File: src/rtl/pipe_exmem_hs.sv
// EX/MEM pipeline register with valid/ready handshake on both sides.
// Latency: one cycle from transfer-in to out_valid (skid adds no extra latency).
// Backpressure: out_ready=0 holds the output; with PIPE_EXMEM_SKID_EN one extra
//   instruction is parked and in_ready drops (registered), otherwise in_ready
//   follows !out_valid | out_ready combinationally.
//
// Optional feature macro: PIPE_EXMEM_SKID_EN (one-entry skid buffer).
//
// Ports:
//   clk, rst            single clock, asynchronous active-high reset
//   flush               kills the held, parked and incoming instruction
//   in_valid/in_ready   upstream handshake from EX
//   pc_i .. opcode_i    EX payload (pc, store data, ALU result, control)
//   out_valid/out_ready downstream handshake to MEM
//   pc_o .. opcode_o    registered payload towards MEM
//   stall_cnt           saturating count of cycles with out_valid=1, out_ready=0
module pipe_exmem_hs #(
  parameter int XLEN = 32,
  parameter int RA_W = 5
) (
  input  logic            clk,
  input  logic            rst,
  input  logic            flush,
  input  logic            in_valid,
  output logic            in_ready,
  input  logic [XLEN-1:0] pc_i,
  input  logic [XLEN-1:0] data2_i,
  input  logic [XLEN-1:0] alu_data_i,
  input  logic [RA_W-1:0] rd_i,
  input  logic            rd_wren_i,
  input  logic            mem_wren_i,
  input  logic [1:0]      wb_sel_i,
  input  logic [2:0]      imm_sel_i,
  input  logic [2:0]      imm_sto_i,
  input  logic [4:0]      opcode_i,
  output logic            out_valid,
  input  logic            out_ready,
  output logic [XLEN-1:0] pc_o,
  output logic [XLEN-1:0] data2_o,
  output logic [XLEN-1:0] alu_data_o,
  output logic [RA_W-1:0] rd_o,
  output logic            rd_wren_o,
  output logic            mem_wren_o,
  output logic [1:0]      wb_sel_o,
  output logic [2:0]      imm_sel_o,
  output logic [2:0]      imm_sto_o,
  output logic [4:0]      opcode_o,
  output logic [31:0]     stall_cnt
);

  typedef struct packed {
    logic [XLEN-1:0] pc;
    logic [XLEN-1:0] data2;
    logic [XLEN-1:0] alu;
    logic [RA_W-1:0] rd;
    logic            rd_wren;
    logic            mem_wren;
    logic [1:0]      wb_sel;
    logic [2:0]      imm_sel;
    logic [2:0]      imm_sto;
    logic [4:0]      opcode;
  } exmem_t;

  exmem_t in_dat;
  exmem_t out_q;
  logic   xfer_in;
  logic   xfer_out;

  always_comb begin
    in_dat          = '0;
    in_dat.pc       = pc_i;
    in_dat.data2    = data2_i;
    in_dat.alu      = alu_data_i;
    in_dat.rd       = rd_i;
    in_dat.rd_wren  = rd_wren_i;
    in_dat.mem_wren = mem_wren_i;
    in_dat.wb_sel   = wb_sel_i;
    in_dat.imm_sel  = imm_sel_i;
    in_dat.imm_sto  = imm_sto_i;
    in_dat.opcode   = opcode_i;
  end

  // flush overrides any incoming instruction
  assign xfer_in  = in_valid && in_ready && !flush;
  // a transfer-out on a flush cycle still completes for the consumer
  assign xfer_out = out_valid && out_ready;

`ifdef PIPE_EXMEM_SKID_EN
  exmem_t skid_q;
  logic   skid_vld;
  logic   load_out;
  logic   park;

  // in_ready is purely the registered "skid empty" flag
  assign in_ready = !skid_vld;
  // skid_vld implies in_ready=0, so xfer_in never coincides with a full skid
  assign load_out = xfer_in && (!out_valid || out_ready);
  assign park     = xfer_in && out_valid && !out_ready;

  always_ff @(posedge clk or posedge rst) begin
    if (rst) begin
      out_valid <= 1'b0;
      out_q     <= '0;
      skid_vld  <= 1'b0;
      skid_q    <= '0;
    end else if (flush) begin
      out_valid      <= 1'b0;
      out_q.rd_wren  <= 1'b0;
      out_q.mem_wren <= 1'b0;
      skid_vld       <= 1'b0;
    end else begin
      if (skid_vld && xfer_out) begin
        // parked instruction is older than anything upstream: it goes first
        out_valid <= 1'b1;
        out_q     <= skid_q;
        skid_vld  <= 1'b0;
      end else if (load_out) begin
        out_valid <= 1'b1;
        out_q     <= in_dat;
      end else if (xfer_out) begin
        out_valid      <= 1'b0;
        out_q.rd_wren  <= 1'b0;
        out_q.mem_wren <= 1'b0;
      end
      if (park) begin
        skid_vld <= 1'b1;
        skid_q   <= in_dat;
      end
    end
  end

  // a parked instruction always sits behind a valid output
  a_skid_behind_out: assert property (@(posedge clk) disable iff (rst)
    skid_vld |-> out_valid);
`else
  // no storage beyond the output register: accept only if it empties now
  assign in_ready = !out_valid || out_ready;

  always_ff @(posedge clk or posedge rst) begin
    if (rst) begin
      out_valid <= 1'b0;
      out_q     <= '0;
    end else if (flush) begin
      out_valid      <= 1'b0;
      out_q.rd_wren  <= 1'b0;
      out_q.mem_wren <= 1'b0;
    end else if (xfer_in) begin
      out_valid <= 1'b1;
      out_q     <= in_dat;
    end else if (xfer_out) begin
      out_valid      <= 1'b0;
      out_q.rd_wren  <= 1'b0;
      out_q.mem_wren <= 1'b0;
    end
  end
`endif

  always_ff @(posedge clk or posedge rst) begin
    if (rst) begin
      stall_cnt <= '0;
    end else if (out_valid && !out_ready && (stall_cnt != 32'hFFFF_FFFF)) begin
      stall_cnt <= stall_cnt + 32'd1;
    end
  end

  assign pc_o       = out_q.pc;
  assign data2_o    = out_q.data2;
  assign alu_data_o = out_q.alu;
  assign rd_o       = out_q.rd;
  assign rd_wren_o  = out_q.rd_wren;
  assign mem_wren_o = out_q.mem_wren;
  assign wb_sel_o   = out_q.wb_sel;
  assign imm_sel_o  = out_q.imm_sel;
  assign imm_sto_o  = out_q.imm_sto;
  assign opcode_o   = out_q.opcode;

  // write enables never leak out of an empty stage
  a_no_wren_bubble: assert property (@(posedge clk) disable iff (rst)
    !out_valid |-> !(rd_wren_o || mem_wren_o));

  // a stalled output is frozen until the consumer takes it or a flush kills it
  a_hold: assert property (@(posedge clk) disable iff (rst)
    (out_valid && !out_ready && !flush) |=> (out_valid && $stable(out_q)));

endmodule
File: config.mk
export PLATFORM = sky130hd
export DESIGN_NAME = pipe_exmem_hs
export DESIGN_NICKNAME = d
export VERILOG_FILES = /design/src/rtl/pipe_exmem_hs.sv
export SDC_FILE = /design/constraint.sdc
export NUM_CORES = 1
export LEC_CHECK = 0
export CAP_MARGIN = 15
export CORE_MARGIN = 2
export CORE_UTILIZATION = 43
export CTS_BUF_LIST = sky130_fd_sc_hd__clkbuf_4
export DETAILED_ROUTE_END_ITERATION = 16
export PLACE_DENSITY = 0.82
export SYNTH_ARGS = -nofsm -noshare
export SYNTH_HDL_FRONTEND = slang
export SYNTH_SLANG_ARGS = --single-unit
File: constraint.sdc
create_clock -name clk -period 6.8 [get_ports clk]
set_input_delay 1.7 -clock clk [delete_from_list [all_inputs] [get_ports clk]]
set_output_delay 1.7 -clock clk [all_outputs]
set_load 0.05 [all_outputs]
; After elaboration in Yosys (flattened, before gate mapping)
; Cells that the tools add are included.
[classes]
add_sub_neg = 1
bitwise_logic = 1
reduce_logical = 11
eq_ne = 1
n_mux = 6
[op_table]
columns = op, count
row1 = $add A32 B1 Y32 const B, 1
row2 = $ne A32 B32 Y1 const B, 1
row3 = $mux W2, 3
row4 = $logic_and A1 B1 Y1, 5
row5 = $logic_not A1 Y1, 3
row6 = $mux W1, 3
row7 = $reduce_bool A3 Y1, 1
row8 = $reduce_and A2 Y1, 1
row9 = $logic_or A1 B1 Y1, 1
row10 = $not A1 Y1, 1
[totals]
elab_cells = 32
ff_bits = 149
out_inout_bits = 150
inputBits = 121

; Longest topological paths before layout
[depth]
depth_word = 6
depth_mapped = 7
ltp_nobuf = 6

; Worst setup path after synthesis
; No wires, ideal clock.
[synth_path]
kind = in2out
startpoint = input port out_ready
endpoint = output port in_ready
arrival_time_ns = 2.040
path_buffers = 1
required_ns = 5.100
path_slack_ns = 3.060
cell_stages = 2
cell_sequence = nand2b_1 clkbuf_8
[synth_between]
elab_chain_len = 1
[synth_rtl]
columns = element, line_no
row1 = start: declaration, 37  ; input logic out_ready,
row2 = $logic_or A1 B1 Y1, 137  ; assign in_ready = !out_valid || out_ready;
row3 = end: declaration, 25  ; output logic in_ready,
; Every way passes these cells.

; Final worst setup path
; Same ends and word-level chain as after synthesis.

==> summary.txt <==
Outcome
  – Status: finished, final reports clean

Logic synthesis
  – Post-synthesis sequential area ratio: 0.622
  – Async SR Flop Fraction: 1.00
  – Register bit total from synthesis: 149
  – Most numerous cell in the Yosys netlist: dfrtp_1
  – Cell variety after synth: 38
  – Most used flip-flop cell after synthesis: dfrtp_1
  – List of most frequent post-synthesis cells: 149 x dfrtp_1, 115 x mux2_2, 16 x nand2_1, 16 x xnor2_1, 14 x nor2_1
  – Synth Warn #: 0
  – Synthesized area: 0.00600 mm²
  – Ranking of synthesized cells by area: dfrtp_1 62%, mux2_2 22%, xnor2_1 2.3%
  – Synth Instances: 399
  – Post-synth top area cell: dfrtp_1
  – Top cell type's share of synthesized area: 0.622
  – Syn Area/Cell: 15.0 µm²
  – Post-synth EDFFs: 0
  – Synthesized Nets: 521

Layout
  – Finished Layout Cells: 870
  – Fillers: 1009
  – N_diodes: 0
  – Register area: 0.00373 mm²
  – # nets final: 799
  – Share of cells above drive strength 1: 0.245
  – P&R area growth vs syn: 52.3%
  – Area occupied by multi-input gates: 0.00217 mm²

Clocking
  – CTS root buffer: clkbuf_4
  – Clock latency on the worst-skew pair: 0.56 ns
  – CTS tree: done
  – Worst-path clk slew: 0.13 ns
  – CTS resizes: 0
  – Total CTS buffers: 17
  – Setup bufs post-CTS: 0
  – Hold Buf Count CTS: 0
  – Max clock buf depth: 2
  – Clock sinks: 149
  – CTS H-tree lvls: 4

Placement
  – GP Congestion: 0.848
  – Placed Cells: 838
  – Port bufs: 270
  – Placement Setup Slack: 1.67 ns
  – DP HPWL: 11000 µm

STA
  – RSZ-0062 raised after global routing: false
  – Worst hold margin: 0.507 ns
  – Final Setup Violations: 0
  – Final worst-path cycle share: 0.755
  – Fmax: 195 MHz
  – Setup TNS: 0 ns
  – Clk_skew: 0.0298 ns
  – Min setup slack post-route: 1.67 ns
  – Final hold vios: 0
  – Worst-margin pin slew: 0.866 ns
  – Final Max Tran Viols: 0
  – Worst slew margin: 0.423
  – Final min period: 5.13 ns

Worst setup path
  – Worst reg-to-reg path cell count: 5
  – Setup crit start: out_ready
  – R2R Setup Slk: 4.05 ns
  – CP Class: in2out
  – Crit-path max FO: 9
  – CP endpoint: in_ready
  – CP arrival: 3.43 ns
  – FF-to-FF End: alu_data_o[17]$_DFFE_PP0P_
  – Startpoint types: input port
  – Reg-to-reg startpoint: out_valid$_DFFE_PP0P_
  – Worst EP required: 5.10 ns
  – CP Capture Type: output port

Route
  – Via-per-instance ratio: 4.95
  – Remaining DRCs: 0
  – DR pass1 iterations: 4
  – WL final: 14800 µm
  – DR WL/cell: 17.0 µm
  – Via count of the routed design: 4309
  – Drt first-iter violations: 162
  – Routed Antenna Nets: 0

GRT
  – GRT Overall Usage: 0.196
  – Grt ovf: 0
  – Initial antenna violation count: 0
  – First-pass GRT wire length: 22400 µm
  – Number of global-route vias before repair: 4388
  – Pin count of the biggest net entering global routing: 102

Power
  – Clk pwr share: 0.200
  – Combinational Power Share: 0.386
  – Net switching power: 1.01 mW
  – Register share of total power: 0.414
  – PwrDens: 290 mW/mm²
  – Peak VDD IR: 163 µV
  – Sw frac: 0.382
  – Pint: 1.63 mW
  – Pleak: 3.78 nW

Die
  – Die width: 122 µm
  – Die ar.: 0.0149 mm²
  – Core area: 0.0138 mm²
  – Num rows: 43
  – Io pins: 271
  – Starting Density: 0.435
  – Die H: 122 µm

Flow run
  – Max_cap viols: 0

Worst hold path
  – Hold Path Class: reg2reg
  – Min-delay src: stall_cnt[8]$_DFFE_PP0P_
  – Hold path depth: 1
-- placed cells by master (no fill, tap or decap), drive strengths merged, types with 2 or more instances in the layout --
cell | netlist | routed
xor2 | 12 | 12
and4 | 5 | 5
clkbuf | 1 | 21
buf | 13 | 3
a32oi | 2 | 2
nand2 | 17 | 17
o21ai | 2 | 2
clkinv | 0 | 8
xnor2 | 16 | 16
nand4 | 6 | 6
and3 | 9 | 9
nor2 | 14 | 14
nand3 | 14 | 14
nor3 | 4 | 4
nor4 | 4 | 4
dfrtp | 149 | 149
a31oi | 2 | 2
mux2 | 116 | 116
bufinv | 0 | 2
clkdlybuf4s50 | 0 | 270
inv | 3 | 3
a21oi | 2 | 2
-- how the worst min path moves through the flow --
stage	to	slack (ns)
CTS	stall_cnt[8]$_DFFE_PP0P_	0.50
detailed placement	stall_cnt[8]$_DFFE_PP0P_	0.49
finish	stall_cnt[8]$_DFFE_PP0P_	0.51
global route	stall_cnt[8]$_DFFE_PP0P_	0.53
floorplan	stall_cnt[8]$_DFFE_PP0P_	0.79
global placement	stall_cnt[8]$_DFFE_PP0P_	0.49
-- state kept, by name, summed over array words and instances (netlist names), 2 cells and up --
name	cells
alu_data_o	32
data2_o	32
imm_sel_o	3
imm_sto_o	3
opcode_o	5
pc_o	32
rd_o	5
stall_cnt	32
wb_sel_o	2
-- logic make-up (layout without fill, tap and decap cells) --
family	count (synthesis)	in the layout	synth area share
AO/OA/AOI/OAI	12	12	0.0205
XOR/XNOR	28	28	0.0409
adder cells (fa/ha/maj)	1	1	0.00209
buffers and inverters	17	308	0.0175
flip-flops	149	149	0.622
multiplexers	116	116	0.218
AND/OR/NAND/NOR	76	76	0.0787
-- metal layers --
metal	part of all wire	wire, µm	track usage
met2	0.50	7440	0.335
met3	0.11	1620	0.0843
met5	0	0	0
met1	0.37	5460	0.218
met4	0.017	253	0.0726
-- stage by stage --
stage	power, mW	utilization	cell area [µm²]
after detailed placement	2.14	0.644	8860
final	2.65	0.663	9130
after global routing	2.76	0.663	9130
after CTS	2.68	0.663	9130
after floorplan	1.74	-	6000
after global placement	2.12	0.644	8860
-- critical path, stage by stage --
cell and delay [ns]:
clkdlybuf4s50_1 0.47, nand2b_1 0.38, clkdlybuf4s50_1 0.89
-- power groups by stage --
stage | clock [mW] | sequential (mW) | combinational (mW)
finish | 0.530 | 1.09 | 1.02
CTS | 0.551 | 1.10 | 1.03
global route | 0.591 | 1.11 | 1.06
global placement | 0 | 1.11 | 1.01
floorplan | 0 | 1.57 | 0.171
detailed placement | 0 | 1.11 | 1.03
-- cell type report --
cell class              instances  area share
flip-flops and latches        149       0.408
repair buffers                273       0.298
multi-input cells             233       0.238
well taps                     180      0.0247
clock buffers                  21      0.0173
clock inverters                11      0.0121
inverters                       3     0.00178
(Power assumes the default switching activity.)
